[src/rtl/uart_tx_fifo.sv]
// -----------------------------------------------------------------------------
// uart_tx_fifo
//
// Debug console transmitter. Bytes written by the upstream producer are
// buffered in a small circular FIFO and serialized as 8N1 UART frames
// (start bit, 8 data bits LSB first, one stop bit) at a fixed baud divisor.
//
// Parameters:
//   CLK_DIV  clock cycles per UART bit (2..65535)
//   FIFO_AW  FIFO address width; depth = 2**FIFO_AW
//
// Ports:
//   clk       system clock, all logic on the rising edge
//   rst       asynchronous active-low reset
//   wr_en     write strobe, sampled every clock
//   wr_data   byte to enqueue when wr_en=1
//   clr_ovf   synchronous clear of the overflow flag
//   full      FIFO holds 2**FIFO_AW bytes
//   empty     FIFO holds no bytes
//   count     number of bytes currently queued
//   overflow  sticky flag: a write was dropped because the FIFO was full
//   busy      serializer is outside IDLE
//   tx        serial line, idle high, driven from a register
// -----------------------------------------------------------------------------
module uart_tx_fifo #(
   parameter int CLK_DIV = 87,
   parameter int FIFO_AW = 4
) (
   input  logic               clk,
   input  logic               rst,
   input  logic               wr_en,
   input  logic [7:0]         wr_data,
   input  logic               clr_ovf,
   output logic               full,
   output logic               empty,
   output logic [FIFO_AW:0]   count,
   output logic               overflow,
   output logic               busy,
   output logic               tx
);

   localparam int DEPTH = 1 << FIFO_AW;
   localparam int CNT_W = FIFO_AW + 1;
   localparam int CW    = $clog2(CLK_DIV);

   localparam logic [CW-1:0]      DIV_LAST  = CW'(CLK_DIV - 1);
   localparam logic [CW-1:0]      BIT_ONE   = CW'(1);
   localparam logic [CNT_W-1:0]   DEPTH_CNT = CNT_W'(DEPTH);
   localparam logic [CNT_W-1:0]   CNT_ONE   = CNT_W'(1);
   localparam logic [FIFO_AW-1:0] PTR_ONE   = FIFO_AW'(1);

   typedef enum logic [1:0] {
      IDLE  = 2'd0,
      START = 2'd1,
      DATA  = 2'd2,
      STOP  = 2'd3
   } state_t;

   // FIFO storage and bookkeeping
   logic [7:0]         mem [DEPTH];
   logic [FIFO_AW-1:0] wr_ptr_reg;
   logic [FIFO_AW-1:0] rd_ptr_reg;
   logic [CNT_W-1:0]   count_reg;
   logic               overflow_reg;

   // Serializer state
   state_t             state_reg;
   state_t             state_next;
   logic [CW-1:0]      bit_cnt_reg;
   logic [CW-1:0]      bit_cnt_next;
   logic [2:0]         bit_idx_reg;
   logic [2:0]         bit_idx_next;
   logic [7:0]         shift_reg;
   logic               tx_reg;
   logic               tx_next;

   logic               push;
   logic               pop;
   logic               shift_en;
   logic               bit_last;
   logic               full_int;
   logic               empty_int;

   // Flags come from the registered count only, never from the pointers.
   assign full_int  = (count_reg == DEPTH_CNT);
   assign empty_int = (count_reg == '0);

   // A write is accepted purely on the registered full flag, so a pop in the
   // same cycle neither rescues a write to a full FIFO nor blocks one otherwise.
   assign push     = wr_en & ~full_int;
   assign bit_last = (bit_cnt_reg == DIV_LAST);

   // ---------------------------------------------------------------------
   // FIFO storage: plain array written without reset so it maps to RAM.
   // The read side is registered by loading the shift register on a pop.
   // ---------------------------------------------------------------------
   always_ff @(posedge clk) begin
      if (push) begin
         mem[wr_ptr_reg] <= wr_data;
      end
   end

   // ---------------------------------------------------------------------
   // Serializer next-state logic. tx_next is the line level for the state
   // being entered, so the registered tx lines up with state_reg.
   // ---------------------------------------------------------------------
   always_comb begin
      state_next   = state_reg;
      bit_cnt_next = bit_last ? '0 : (bit_cnt_reg + BIT_ONE);
      bit_idx_next = bit_idx_reg;
      pop          = 1'b0;
      shift_en     = 1'b0;
      tx_next      = 1'b1;

      case (state_reg)
         IDLE: begin
            bit_cnt_next = '0;
            if (!empty_int) begin
               pop        = 1'b1;
               state_next = START;
               tx_next    = 1'b0;
            end
         end

         START: begin
            tx_next = 1'b0;
            if (bit_last) begin
               state_next   = DATA;
               bit_idx_next = 3'd0;
               tx_next      = shift_reg[0];
            end
         end

         DATA: begin
            tx_next = shift_reg[0];
            if (bit_last) begin
               shift_en = 1'b1;
               if (bit_idx_reg == 3'd7) begin
                  state_next = STOP;
                  tx_next    = 1'b1;
               end else begin
                  bit_idx_next = bit_idx_reg + 3'd1;
                  // shift_reg shifts on this edge, so the next bit is [1]
                  tx_next      = shift_reg[1];
               end
            end
         end

         STOP: begin
            tx_next = 1'b1;
            if (bit_last) begin
               if (!empty_int) begin
                  // Chain straight into the next frame with no idle gap.
                  pop        = 1'b1;
                  state_next = START;
                  tx_next    = 1'b0;
               end else begin
                  state_next = IDLE;
               end
            end
         end

         default: begin
            state_next = IDLE;
         end
      endcase
   end

   // ---------------------------------------------------------------------
   // State registers. Reset truncates any frame in flight with tx high.
   // ---------------------------------------------------------------------
   always_ff @(posedge clk or negedge rst) begin
      if (!rst) begin
         state_reg    <= IDLE;
         bit_cnt_reg  <= '0;
         bit_idx_reg  <= 3'd0;
         shift_reg    <= 8'h00;
         tx_reg       <= 1'b1;
         wr_ptr_reg   <= '0;
         rd_ptr_reg   <= '0;
         count_reg    <= '0;
         overflow_reg <= 1'b0;
      end else begin
         state_reg   <= state_next;
         bit_cnt_reg <= bit_cnt_next;
         bit_idx_reg <= bit_idx_next;
         tx_reg      <= tx_next;

         if (pop) begin
            shift_reg <= mem[rd_ptr_reg];
         end else if (shift_en) begin
            shift_reg <= {1'b0, shift_reg[7:1]};
         end

         if (push) begin
            wr_ptr_reg <= wr_ptr_reg + PTR_ONE;
         end
         if (pop) begin
            rd_ptr_reg <= rd_ptr_reg + PTR_ONE;
         end

         case ({push, pop})
            2'b10:   count_reg <= count_reg + CNT_ONE;
            2'b01:   count_reg <= count_reg - CNT_ONE;
            default: count_reg <= count_reg;
         endcase

         // A dropped write takes priority over a clear in the same cycle.
         if (wr_en && full_int) begin
            overflow_reg <= 1'b1;
         end else if (clr_ovf) begin
            overflow_reg <= 1'b0;
         end
      end
   end

   assign full     = full_int;
   assign empty    = empty_int;
   assign count    = count_reg;
   assign overflow = overflow_reg;
   assign busy     = (state_reg != IDLE);
   assign tx       = tx_reg;

endmodule

[config.mk]
export PLATFORM = sky130hd
export DESIGN_NAME = uart_tx_fifo
export DESIGN_NICKNAME = d
export VERILOG_FILES = /design/src/rtl/uart_tx_fifo.sv
export SDC_FILE = /design/constraint.sdc
export NUM_CORES = 1
export LEC_CHECK = 0
export ABC_AREA = 1
export BUFFER_PORTS_ARGS = -buffer_cell sky130_fd_sc_hd__buf_2
export CORE_MARGIN = 8
export CORE_UTILIZATION = 50
export DETAILED_ROUTE_END_ITERATION = 10
export PLACE_DENSITY_LB_ADDON = 0.15
export SLEW_MARGIN = 10
export SYNTH_ARGS = -nofsm -noshare
export SYNTH_HDL_FRONTEND = slang
export SYNTH_SLANG_ARGS = --single-unit
[constraint.sdc]
create_clock -name clk -period 4.6 [get_ports clk]
set_input_delay 0.23 -clock clk [delete_from_list [all_inputs] [get_ports clk]]
set_output_delay 0.23 -clock clk [all_outputs]
set_load 0.01 [all_outputs]
==> results.yml <==
detailed_routing:
  drt-total-wl_mm: 16.1
  drc_errors: 0
  dr.pass1.iters: 5
  detail-route-antenna-nets: 0
  wire_per_inst_um: 16.6
  vias: 5065
  drtIter0Drc: 491
  via_per_inst: 5.22
floorplan:
  die-area_um2: 18900
  fp-row-count: 44
  die_h_um: 138
  core_um2: 14500
  die_w_um: 138
  io_pins: 22
  start_util_pct: 51.1
worst_setup_path:
  critical_path.max_stage_delay_ns: 0.41
  critPathLaunchType: "flop"
  path_buf_inv: 1
  cpMostUsedCell: "nand2_1"
  rrSetupSlack_ns: 1.65
  crit_chain: "inv_1, ha_1, nand3_2, nor2_4, nand3_2, a21oi_4, ha_1, xor2_1, ha_1, nor2_1, nor2_1, nand2_1, nand2_1, nand2_1, nand2_1, nand2_1, o21ai_0"
  crit_family: "simple AND/OR/NAND/NOR gates"
  cp.required_ns: 4.94
  r2r-start: "bit_cnt_reg[0]$_DFF_PN0_"
  crit_start: "bit_cnt_reg[0]$_DFF_PN0_"
  critPathArrivalTime_ns: 3.29
  slowest_stage: "dfrtp_1"
  cp_max_fo: 17
  critical_path_class: "reg2reg"
  end_kind: "flop"
finish:
  area_growth_pct: 11.5
  nNetsFinal: 803
  post-route-util_pct: 57.0
  antenna_cells: 0
  largest_register_ffs: 128
  drive_gt1_share_pct: 8.01
synthesis:
  synth_area_leaders: "edfxtp_1 52%, nand2_1 13%, dfrtp_1 11%"
  synth.avg_cell_area_um2: 9.79
  synth_top_area_share_pct: 51.9
  synth_seq_cells: 163
  async_reset_ff_share_pct: 21.5
  synth_cell_types: 27
  synth_edf_count: 128
  syn_nets: 785
  synthesis.area_um2: 7400
  synth-seq-area-share_pct: 63.8
  ys_warn_count: 0
  yosysTopAreaCell: "edfxtp_1"
  netlist_instances: 756
  ys.flop_type: "edfxtp_1"
timing:
  hold_violations: 0
  clock_skew_ns: 0.00687
  worst-slew-pin-transition_ns: 1.17
  timing.hold.ws_ns: 0.0686
  rsz0062_at_grt: "false"
  max_slew_margin_pct: 22.1
  drv_slew: 0
  max_freq_mhz: 339
  fin_crit_sh_pct: 64.1
  finalWorstSetupSlack_ns: 1.65
  period_needed_ns: 2.95
  setup_viol: 0
  setup-tns-final_ns: 0
placement:
  gp_congestion: 0.902
  io_buffers: 21
  dpl_worst_slack_ns: 1.73
  dp_hpwl_mm: 10.3
power_and_ir_drop:
  intPower_w: 0.00273
  peakVddDrop_mv: 0.307
  powerDensity_nw_per_um2: 443
  p_seq_share_pct: 49.6
  swShare_pct: 25.3
  power.switching_w: 0.000926
  power.share.clock_pct: 39.1
  total_leakage_power_nw: 3.60
  combPwrFrac_pct: 11.2
global_routing:
  grt_overflow_total: 0
  track_usage_pct: 17.9
  grt_pass1_vias: 4739
  grt_max_degree: 67
  antenna_found_initial: 0
  grt_pass1_wl_mm: 25.5
clocking:
  clock_latency_ns: 0.42
  cts_buffer_depth: 2
  root_buffer: "clkbuf_16"
  tritoncts: "built"
  cts_buffers: 17
  clk_pin_slew_ns: 0.06
  h-tree-depth: 4
  cts.sinks: 163
worst_hold_path:
  hp-class: "in2reg"
  min_from: "wr_en"
outcome:
  status: "completed"
job:
  cap_violations: 0
## per-layer routing
layer / track usage [%] / share of wire [%] / vias up
met5: 0 / 0 / -
met4: 7.24 / 2.1 / 0
met3: 2.95 / 4.0 / 27
met2: 29.2 / 49 / 130
met1: 23.3 / 45 / 2430
li1: - / - / 2478
## per-stage QoR
stage                     total power (W)  cells  cell area (µm²)
after floorplan                   0.00209    756             7400
after global placement            0.00223    937             7630
after detailed placement          0.00225    937             7630
after CTS                         0.00366    971             8250
after global routing              0.00379    971             8250
final                             0.00365    971             8250
## worst reg2reg max path, delay by kind of cell (launching register included)
family | cells | cell delay, ns
AO/OA/AOI/OAI | 2 | 0.45
XOR/XNOR | 1 | 0.22
adder cells (fa/ha/maj) | 3 | 0.75
buffers and inverters | 1 | 0.08
flip-flops | 1 | 0.41
AND/OR/NAND/NOR | 10 | 0.97
## power by group through the flow
stage / logic, W / clock network [W] / registers (W)
after floorplan: 0.000253 / 0 / 0.00184
after global placement: 0.000398 / 0 / 0.00184
after detailed placement: 0.000409 / 0 / 0.00184
after CTS: 0.000413 / 0.00144 / 0.00181
after global routing: 0.000463 / 0.00150 / 0.00183
final: 0.000410 / 0.00143 / 0.00181
## kinds of logic after synthesis
| family | Yosys count | synth area share [%] |
|---|---|---|
| xor gates and xnor gates | 11 | 1.30 |
| adders and majority gates | 17 | 2.87 |
| buffers and inverters | 128 | 6.87 |
| DFF | 163 | 63.8 |
| AOI/OAI and AO/OA | 29 | 2.25 |
| and+or+nand+nor | 408 | 22.9 |
## cell usage in the layout, fill, tap and decap left out, types with 3 or more instances in the layout
master | synthesis | layout
xnor2_1 | 3 | 3
buf_2 | 15 | 21
nand2_1 | 258 | 258
ha_1 | 17 | 17
clkbuf_16 | 0 | 17
o21ai_0 | 22 | 22
nor2_1 | 35 | 35
bufinv_16 | 0 | 3
clkinv_2 | 0 | 3
nor3_1 | 3 | 3
buf_4 | 0 | 3
nand3_1 | 107 | 107
edfxtp_1 | 128 | 128
xor2_1 | 8 | 8
clkinvlp_4 | 0 | 5
dfrtp_1 | 34 | 33
inv_1 | 99 | 98
## cell type report
| type | count | area (µm²) |
|---|---|---|
| clock buffers | 19 | 443 |
| clock inverters | 13 | 160 |
| fillers | 1223 | 6230 |
| inverters | 101 | 379 |
| multi-input cells | 465 | 2170 |
| flip-flops and latches | 163 | 4720 |
| well taps | 184 | 230 |
| repair buffers | 26 | 148 |
## worst paths after layout
check                                              to  depth (start not counted)
setup / recovery                 count[4]$_DFFE_PN0P_                         17
hold / removal                   overflow$_DFFE_PN0P_                          3
setup reg to reg                 count[4]$_DFFE_PN0P_                         17
hold reg to reg              shift_reg[7]$_DFFE_PN0P_                          2
max in group asynchronous   rd_ptr_reg[0]$_DFFE_PN0N_                          2
min in group asynchronous  bit_idx_reg[0]$_DFFE_PN0P_                          2
## synth_stat cells (all sizes together) (2+ instances only)
master,instances
nor3,3
nor2,37
clkbuf,6
edfxtp,128
buf,21
ha,17
nand3,109
inv,99
o31ai,2
nand2,258
a21oi,3
xnor2,3
o21ai,22
clkinv,2
dfrtp,34
xor2,8
## what timing repair did
| item | CTS | global route |
|---|---|---|
| resized for setup | 0 | 0 |
| setup buffers | 0 | 0 |
| hold buffers | 2 | 0 |
| hold endpoints to repair | 35 | 0 |
(Power assumes the default switching activity.)
